--- config.mk ---
export PLATFORM = sky130hd
export DESIGN_NAME = vector_req_arbiter
export DESIGN_NICKNAME = d
export VERILOG_FILES = /design/src/rtl/vector_req_arbiter.sv
export SDC_FILE = /design/constraint.sdc
export NUM_CORES = 1
export LEC_CHECK = 0
export CAP_MARGIN = 20
export CORE_MARGIN = 3
export CORE_UTILIZATION = 40
export DETAILED_ROUTE_END_ITERATION = 7
export PLACE_DENSITY = 0.86
export SLEW_MARGIN = 30
export SYNTH_ARGS = -nofsm -noshare
export SYNTH_HDL_FRONTEND = slang
export SYNTH_SLANG_ARGS = --single-unit
export TNS_END_PERCENT = 30
--- constraint.sdc ---
create_clock -name clk -period 1.5 [get_ports clk]
set_input_delay 0.3 -clock clk [delete_from_list [all_inputs] [get_ports clk]]
set_output_delay 0.3 -clock clk [all_outputs]
set_load 0.005 [all_outputs]
--- src/rtl/vector_req_arbiter.sv ---
// Round-robin arbiter sharing the consumer port of the vector ring buffer
// between NB_REQ requesters, with bounded retry on an empty buffer.
module vector_req_arbiter #(
    parameter int unsigned NB_REQ      = 4,
    parameter int unsigned VEC_W       = 8,
    parameter int unsigned RETRY_LIMIT = 3
) (
    input  logic                      clk,
    input  logic                      rst_n,
    input  logic [NB_REQ-1:0]         cons_req,
    output logic [VEC_W-1:0]          cons_vector,
    output logic [NB_REQ-1:0]         cons_valid,
    output logic [NB_REQ-1:0]         cons_miss,
    output logic [$clog2(NB_REQ)-1:0] grant_id,
    output logic                      busy,
    output logic                      buf_req,
    input  logic [VEC_W-1:0]          buf_vector,
    input  logic                      buf_valid
);

    localparam int unsigned ID_W  = $clog2(NB_REQ);
    localparam int unsigned CNT_W = $clog2(RETRY_LIMIT + 1);

    typedef enum logic [1:0] {
        ST_IDLE = 2'd0,
        ST_REQ  = 2'd1,
        ST_WAIT = 2'd2
    } state_t;

    state_t             state, state_n;
    logic [ID_W-1:0]    rr_ptr, rr_ptr_n;
    logic [CNT_W-1:0]   retry_cnt, retry_cnt_n;
    logic               buf_req_n;
    logic [NB_REQ-1:0]  cons_valid_n, cons_miss_n;
    logic [VEC_W-1:0]   cons_vector_n;
    logic [ID_W-1:0]    grant_id_n;
    logic               busy_n;

    logic               pick_found;
    logic [ID_W-1:0]    pick_idx;
    int unsigned        cand;
    logic [ID_W-1:0]    cand_id;
    logic [ID_W-1:0]    ptr_after_grant;
    logic [NB_REQ-1:0]  grant_onehot;
    logic               retry_left;

    // First pending request at or after rr_ptr, wrapping modulo NB_REQ
    always_comb begin
        pick_found = 1'b0;
        pick_idx   = '0;
        cand       = 0;
        cand_id    = '0;
        for (int unsigned i = 0; i < NB_REQ; i++) begin
            cand = 32'(rr_ptr) + i;
            if (cand >= NB_REQ) begin
                cand = cand - NB_REQ;
            end
            cand_id = ID_W'(cand);
            if (!pick_found && cons_req[cand_id]) begin
                pick_found = 1'b1;
                pick_idx   = cand_id;
            end
        end
    end

    // Helpers derived from the current grant
    always_comb begin
        ptr_after_grant = (grant_id == ID_W'(NB_REQ - 1)) ? '0 : grant_id + ID_W'(1);
        grant_onehot    = NB_REQ'(1) << grant_id;
        retry_left      = (32'(retry_cnt) + 1) < RETRY_LIMIT;
    end

    // Next-state and registered-output computation
    always_comb begin
        state_n       = state;
        rr_ptr_n      = rr_ptr;
        retry_cnt_n   = retry_cnt;
        buf_req_n     = 1'b0;
        cons_valid_n  = '0;
        cons_miss_n   = '0;
        cons_vector_n = cons_vector;
        grant_id_n    = grant_id;

        case (state)
            ST_IDLE: begin
                if (pick_found) begin
                    grant_id_n  = pick_idx;
                    retry_cnt_n = '0;
                    buf_req_n   = 1'b1;
                    state_n     = ST_REQ;
                end
            end
            ST_REQ: begin
                state_n = ST_WAIT;
            end
            ST_WAIT: begin
                if (buf_valid) begin
                    cons_vector_n = buf_vector;
                    cons_valid_n  = grant_onehot;
                    rr_ptr_n      = ptr_after_grant;
                    state_n       = ST_IDLE;
                end else if (retry_left) begin
                    retry_cnt_n = retry_cnt + CNT_W'(1);
                    buf_req_n   = 1'b1;
                    state_n     = ST_REQ;
                end else begin
                    cons_miss_n = grant_onehot;
                    rr_ptr_n    = ptr_after_grant;
                    state_n     = ST_IDLE;
                end
            end
            default: begin
                state_n = ST_IDLE;
            end
        endcase

        busy_n = (state_n != ST_IDLE);
    end

    // State and output registers with synchronous reset
    always_ff @(posedge clk) begin
        if (!rst_n) begin
            state       <= ST_IDLE;
            rr_ptr      <= '0;
            retry_cnt   <= '0;
            buf_req     <= 1'b0;
            cons_valid  <= '0;
            cons_miss   <= '0;
            cons_vector <= '0;
            grant_id    <= '0;
            busy        <= 1'b0;
        end else begin
            state       <= state_n;
            rr_ptr      <= rr_ptr_n;
            retry_cnt   <= retry_cnt_n;
            buf_req     <= buf_req_n;
            cons_valid  <= cons_valid_n;
            cons_miss   <= cons_miss_n;
            cons_vector <= cons_vector_n;
            grant_id    <= grant_id_n;
            busy        <= busy_n;
        end
    end

endmodule

# [Word-level counts from Yosys, hierarchy flattened]
# Cells that the tools add are included.
[classes] n_addsub=10 order_cmp=9 n_eq_ne=7 shifts=1 muxes=35 bitwise_logic=2 reduce_logical=15
[ops] op="2-bit two-way mux" n=15
[ops] op="1-bit two-way mux" n=13
[ops] op="2-bit by 3-bit less-than comparator with 1-bit output (second input constant)" n=4
[ops] op="3-bit >= comparator (second input constant)" n=3
[ops] op="1-bit binary-select mux with 2-bit select" n=4
[ops] op="2-bit inequality test (second input constant)" n=4
[ops] op="2-bit by 1-bit subtractor with 2-bit output (second input constant)" n=4
[ops] op="2-bit by 1-bit adder with 3-bit output (second input constant)" n=2
[ops] op="2-bit by 2-bit adder with 3-bit output (second input constant)" n=2
[ops] op="2-bit case mux with 3 select lines" n=1
[ops] op="2-bit AND reduction" n=3
[ops] op="2-bit by 1-bit adder with 2-bit output (second input constant)" n=2
[ops] op="2-bit == test (second input constant)" n=2
[ops] op="2-bit case mux with 2 select lines" n=1
[ops] op="4-bit AND reduction" n=1
[ops] op="2-bit nonzero test" n=2
[ops] op="4-bit OR reduction" n=1
[ops] op="1-bit by 2-bit left shift with 4-bit output (first input constant)" n=1
[ops] op="2-bit by 3-bit >= comparator with 1-bit output (second input constant)" n=1
[ops] op="1-bit logical AND" n=3
[ops] op="1-bit zero test" n=3
[ops] op="3-bit by 2-bit less-than comparator with 1-bit output (second input constant)" n=1
[ops] op="3-bit AND reduction" n=1
[ops] op="2-bit by 1-bit == test with 1-bit output (second input constant)" n=1
[ops] op="3 further kinds" n=4
[word_totals] ff_bits=26 out_inout_bits=20

# [Depth between registers and ports, before layout]
# Gate-level depths: netlist of the first run.
[logic_depth] ltp_word=17 mapped_depth=6 mapped_depth_nobuf=6

# [Least setup slack after synthesis of the first run]
# OpenSTA, ideal clock, no wires.
[synth_path] path_kind="register to register" start="reg retry_cnt[0]" end="reg retry_cnt[0]" arrival_time_ns=1.335 required_ns=1.368 setup_slack_ns=0.033 stages_incl_launch_ff=7 synth_period_minus_slack_ns=1.467 path_cell_list="dfxtp_1 inv_1 ha_1 nor3_1 mux2_2 nand2_1 a21oi_1"
[synth_via] elab_chain_cells=4 elab_cells_between_ends=8 cone_classes="2 x add/sub; 1 x order compare; 1 x eq/ne; 3 x mux; 1 x reduce/logical"
[synth_lines] item="start, declared" line_no="32" source="logic [CNT_W-1:0] retry_cnt, retry_cnt_n;"
[synth_lines] item="start signal, assigned" line_no="135" source="retry_cnt <= retry_cnt_n;"
[synth_lines] item="2-bit by 1-bit adder with 3-bit output or 2-bit by 1-bit adder with 2-bit output (tied branches)" line_no="70, 103"
[synth_lines] item="3-bit by 2-bit less-than comparator with 1-bit output or 2-bit two-way mux (tied branches)" line_no="70, 102"
[synth_lines] item="2-bit inequality test (no source line) or 2-bit two-way mux (tied branches)"
[synth_lines] item="4-bit AND reduction (no source line) or 2-bit case mux with 2 select lines (tied branches)"
# Several ways; a longest one is shown, not always the timed one. The select of a mux whose other input is x is not followed.
# A chain may end at the register's enable or synchronous reset.

# [Worst setup path after layout of the first run]
[layout_path] start="reg cons_vector[3]" end="out cons_vector[3]"
[layout_lines] item="start, declared" line_no="11" source="output logic [VEC_W-1:0] cons_vector,"
[layout_lines] item="start signal, assigned" line_no="139" source="cons_vector <= cons_vector_n;"
# No word-level cell between the ends.

==> results of run 1 <==
==> what timing repair did <==
item,CTS,global route
buffers inserted,1,0
setup endpoints to repair,5,13
hold buffers,0,0
gates resized for setup,6,14
pin swaps,0,1
==> cell type report <==
type / instances / area (um2) / area share [%]
inverters: 8 / 30.0 / 1.87
well taps: 30 / 37.5 / 2.34
flip-flops and latches: 26 / 538 / 33.6
repair buffers: 44 / 422 / 26.3
multi-input cells: 86 / 538 / 33.6
clock buffers: 4 / 36.3 / 2.27
==> where the power goes <==
part,switching [mW],leakage [nW],internal (mW)
combinational,0.0916,0.427,0.124
clock,0.198,0.0210,0.148
sequential,0.0234,0.217,0.717
total,0.313,0.665,0.989
==> per-stage QoR <==
stage / cells / power [mW] / hold WS [ns] / setup slack, ns
6_report: 198 / 1.30 / 0.461 / 0.0230
5_1_grt: 198 / 1.37 / 0.478 / -0.00930
4_1_cts: 198 / 1.31 / 0.466 / 0.00524
3_5_place_dp: 193 / 0.969 / 0.448 / -0.280
3_3_place_gp: 193 / 0.960 / 0.442 / -0.172
2_1_floorplan: 123 / 0.846 / 0.438 / 0.0328
==> logic make-up (layout without fill, tap and decap cells) <==
| family | Yosys count | count (layout) | synth area share (%) |
|---|---|---|---|
| simple gates | 52 | 52 | 24.8 |
| flops | 26 | 26 | 47.6 |
| compound gates | 25 | 25 | 14.0 |
| buf+inv | 11 | 56 | 3.89 |
| fa+ha+maj | 6 | 6 | 6.86 |
| mux | 3 | 3 | 2.86 |
==> placed cells by master, fill, tap and decap left out, types with 2 or more instances in the layout <==
cell type                          n
sky130_fd_sc_hd__inv_1             6
sky130_fd_sc_hd__clkbuf_4          3
sky130_fd_sc_hd__dfxtp_1          14
sky130_fd_sc_hd__dfxtp_2          11
sky130_fd_sc_hd__ha_1              5
sky130_fd_sc_hd__nand2_1          14
sky130_fd_sc_hd__nand3_1           9
sky130_fd_sc_hd__o221ai_1          2
sky130_fd_sc_hd__nor3_1            2
sky130_fd_sc_hd__mux2i_1           2
sky130_fd_sc_hd__nor2_1            7
sky130_fd_sc_hd__and2_1            9
sky130_fd_sc_hd__buf_4            10
sky130_fd_sc_hd__a21oi_1          15
sky130_fd_sc_hd__dlymetal6s2s_1    3
sky130_fd_sc_hd__clkdlybuf4s50_1  30
sky130_fd_sc_hd__inv_2             2
sky130_fd_sc_hd__o21ai_0           2
==> how the worst max path moves through the flow <==
| stage | startpoint | endpoint | slack (ns) | depth (start not counted) |
|---|---|---|---|---|
| final | cons_vector[3] | cons_vector[3] | 0.02 | 1 |
| after global routing | cons_vector[3] | cons_vector[3] | -0.009 | 1 |
| after CTS | cons_vector[2] | cons_vector[2] | 0.005 | 1 |
| after detailed placement | cons_req[0] | buf_req | -0.28 | 5 |
| after global placement | cons_req[3] | grant_id[0] | -0.17 | 5 |
| after floorplan | retry_cnt[0] | retry_cnt[0] | 0.03 | 6 |
==> sequential cells by signal, summed over array words and instances, names as in the netlist <==
register,flops
cons_vector,8
cons_miss,4
cons_valid,4
grant_id,2
retry_cnt,2
rr_ptr,2
state,2
buf_req,1
busy,1
==> cell usage after synthesis, types with 2 or more instances <==
cell / count
sky130_fd_sc_hd__and2_1: 9
sky130_fd_sc_hd__inv_1: 7
sky130_fd_sc_hd__nor3_1: 3
sky130_fd_sc_hd__nand3_1: 9
sky130_fd_sc_hd__o21ai_0: 2
sky130_fd_sc_hd__dfxtp_1: 26
sky130_fd_sc_hd__nor2_1: 7
sky130_fd_sc_hd__clkbuf_1: 2
sky130_fd_sc_hd__mux2i_1: 2
sky130_fd_sc_hd__ha_1: 6
sky130_fd_sc_hd__nand2_1: 14
sky130_fd_sc_hd__o221ai_1: 2
sky130_fd_sc_hd__a21oi_1: 15
==> routing by layer <==
| metal | up-vias | track usage [%] |
|---|---|---|
| met1 | 460 | 16.7 |
| met4 | 0 | 7.28 |
| met2 | 28 | 25.5 |
| met5 | - | 0 |
| li1 | 517 | - |
| met3 | 2 | 2.67 |
==> flow_results.org, run 1 <==
** Worst setup path
- In this design, the stage delay of the slowest critical-path cell is around 0.51 ns.
- Setup slack on the worst flop-to-flop path :: 0.07 ns
- Data required time at the worst endpoint :: 1.20 ns
- STA classifies the critical path startpoint as a register.
- The startpoint identified for the worst register-to-register timing path is retry_cnt[0].
- Critical path buffers and inverters :: 1
- The signal on the critical path passes through clkdlybuf4s50_1.
- Data arrives at the worst endpoint at ~1.2 ns.
- Counting cells, the worst reg-to-reg path comes to 6.
- The setup path with the least slack is of type reg2out.
- Reg2reg end :: retry_cnt[0]
- Endpoint type of the worst setup path :: output port
- Highest-delay cell along the critical path :: sky130_fd_sc_hd__clkdlybuf4s50_1
- In this design, the largest share of critical-path delay is due to buffers and inverters.
- Maximum fanout along the worst path :: 2

** STA
- Unrepaired setup endpoints after global routing :: true
- For the pin with the worst max-slew slack, the measured transition is between 0.4 and 0.5 ns.
- Total setup violations reported at the end of the flow :: 0
- In the finished design, the share of the clock period the worst path needs comes to roughly 98%.
- Post-route setup TNS :: 0 ns
- Clock Skew :: about 0.013 ns
- The worst path in the final design needs a cycle of around 1.5 ns, including I/O delays and setup.
- Max-slew headroom :: about 67%
- The max-slew violation total from the final report came to 0.
- Number of hold violations in the final report :: 0
- Max Freq :: 0.677 GHz

** Finish
- Once layout is complete, the utilization of the core stands at 62.9%.
- Relative area change from synthesis to final layout :: 46.5%
- Filler Cell Count :: 200
- In the final design database the tool counted 190 nets.
- Area of all placed cells without fillers :: 1600 um2
- The repair_antennas step left the layout with diodes totalling 0.
- Fraction of layout cells with a size suffix above 1 :: around a fifth

** Drt
- Initial DRC Count :: 22
- After detailed routing, no signal wire sits above met4.
- Met2 Routed Length :: 1270 um
- DRC viols :: 0
- Via count :: slightly above 1000
- Wire length after detailed routing :: roughly 2500 um
- Routed wl met3 :: 153 um
- DR WL/cell :: 12.7 um
- In this run the remaining antenna-violating nets after routing total 0.
- Number of search-and-repair iterations in the first detailed-routing pass :: 4
- In the routed layout, each cell is associated on average with a via count of approximately 5.
- Routed metal-1 wirelength :: around 1100 um

** Synth
- Post-synth top flop :: sky130_fd_sc_hd__dfxtp_1
- Net count after synthesis :: 144
- Share of async-settable or async-resettable flops after synthesis :: 0%
- Counting flops with a built-in enable in the synthesized netlist gives 0.
- Cell types with the largest area share after synthesis :: sky130_fd_sc_hd__dfxtp_1, sky130_fd_sc_hd__a21oi_1, sky130_fd_sc_hd__ha_1
- Synthesized instance count :: ~120
- Flop and latch count out of synthesis :: 26
- The synthesized design spends more area on one cell type than any other, namely sky130_fd_sc_hd__dfxtp_1.
- The netlist uses 32 different library cells.
- Fraction of post-synthesis cell area in the top cell type by area :: between 40% and 50%
- Yosys printed 0 warnings.
- Post-synthesis instance area :: about 1100 um2
- Synth Area per Inst :: 8.89 um2
- Portion of the post-synthesis area used by sequential elements :: approximately 48%

** Clocking
- The later pin in the worst-skew pair is clocked with a latency of about 0.32 ns.
- Htree depth :: 1
- Max Buffers Root-to-Sink :: 2
- TritonCTS created 3 clock buffers.
- The clock net in this run drives a total of 26 sinks.
- After clock tree synthesis, the clock-pin slew on the worst setup and hold paths is roughly 0.14 ns.
- CTS tree :: yes
- In this run the clock root is driven by a sky130_fd_sc_hd__clkbuf_4.

** Flow run
- Max-capacitance violation count :: 0

** Min path
- Worst hold path startpoint :: cons_vector[0]
- The worst hold path terminates at cons_vector[0].
- Path class of the lowest-slack min-delay path :: reg2reg
- Along the worst hold path, the cell count comes to 2.

** Floorplan
- Measured along the y axis, the die boundary spans a little under 60 um.
- The initialized floorplan defines 18 standard-cell rows.
- The floorplan step defined a die boundary enclosing ~3400 um2.
- DIE WIDTH :: 58.3 um
- In this run the count of I/O pins placed on the die edge is 35.
- The floorplan step defined a core boundary enclosing 2540 um2.
- For this configuration, the core starts out at a cell density of 43.0%.

** Outcome
- The run finished with clean final reports.

** Global routing
- The number of global-route vias before repair is ~930.
- The initial antenna violation count is 0.
- Maximum number of pins on one net before global-route repair :: 18
- Global routing consumed, over all layers together, 14.5% of the routing resources.
- First-pass GRT wire length :: between 3000 and 4000 um
- After global routing the overflow that remains totals 0.

** Placement
- After legalization and detailed placement, the total HPWL measured between 1500 and 2000 um.
- Dpl cell area :: 1530 um2
- Number of input and output port buffers inserted :: 34
- Placer congestion estimate :: about 0.79

** Power
- Power density over the cells :: 813 nW/um2
- IR analysis of the VDD net gives a maximum drop of between 0.4 and 0.5 mV.
- In this run the static leakage power is 0.665 nW.
(Power assumes the default switching activity.)
==> run 2, diff against run 1 <==
HOLD_SLACK_MARGIN = 0.02   (was not set)
==> results of run 2 <==
The final DEF is identical to that of run 1; final timing and power are the same.
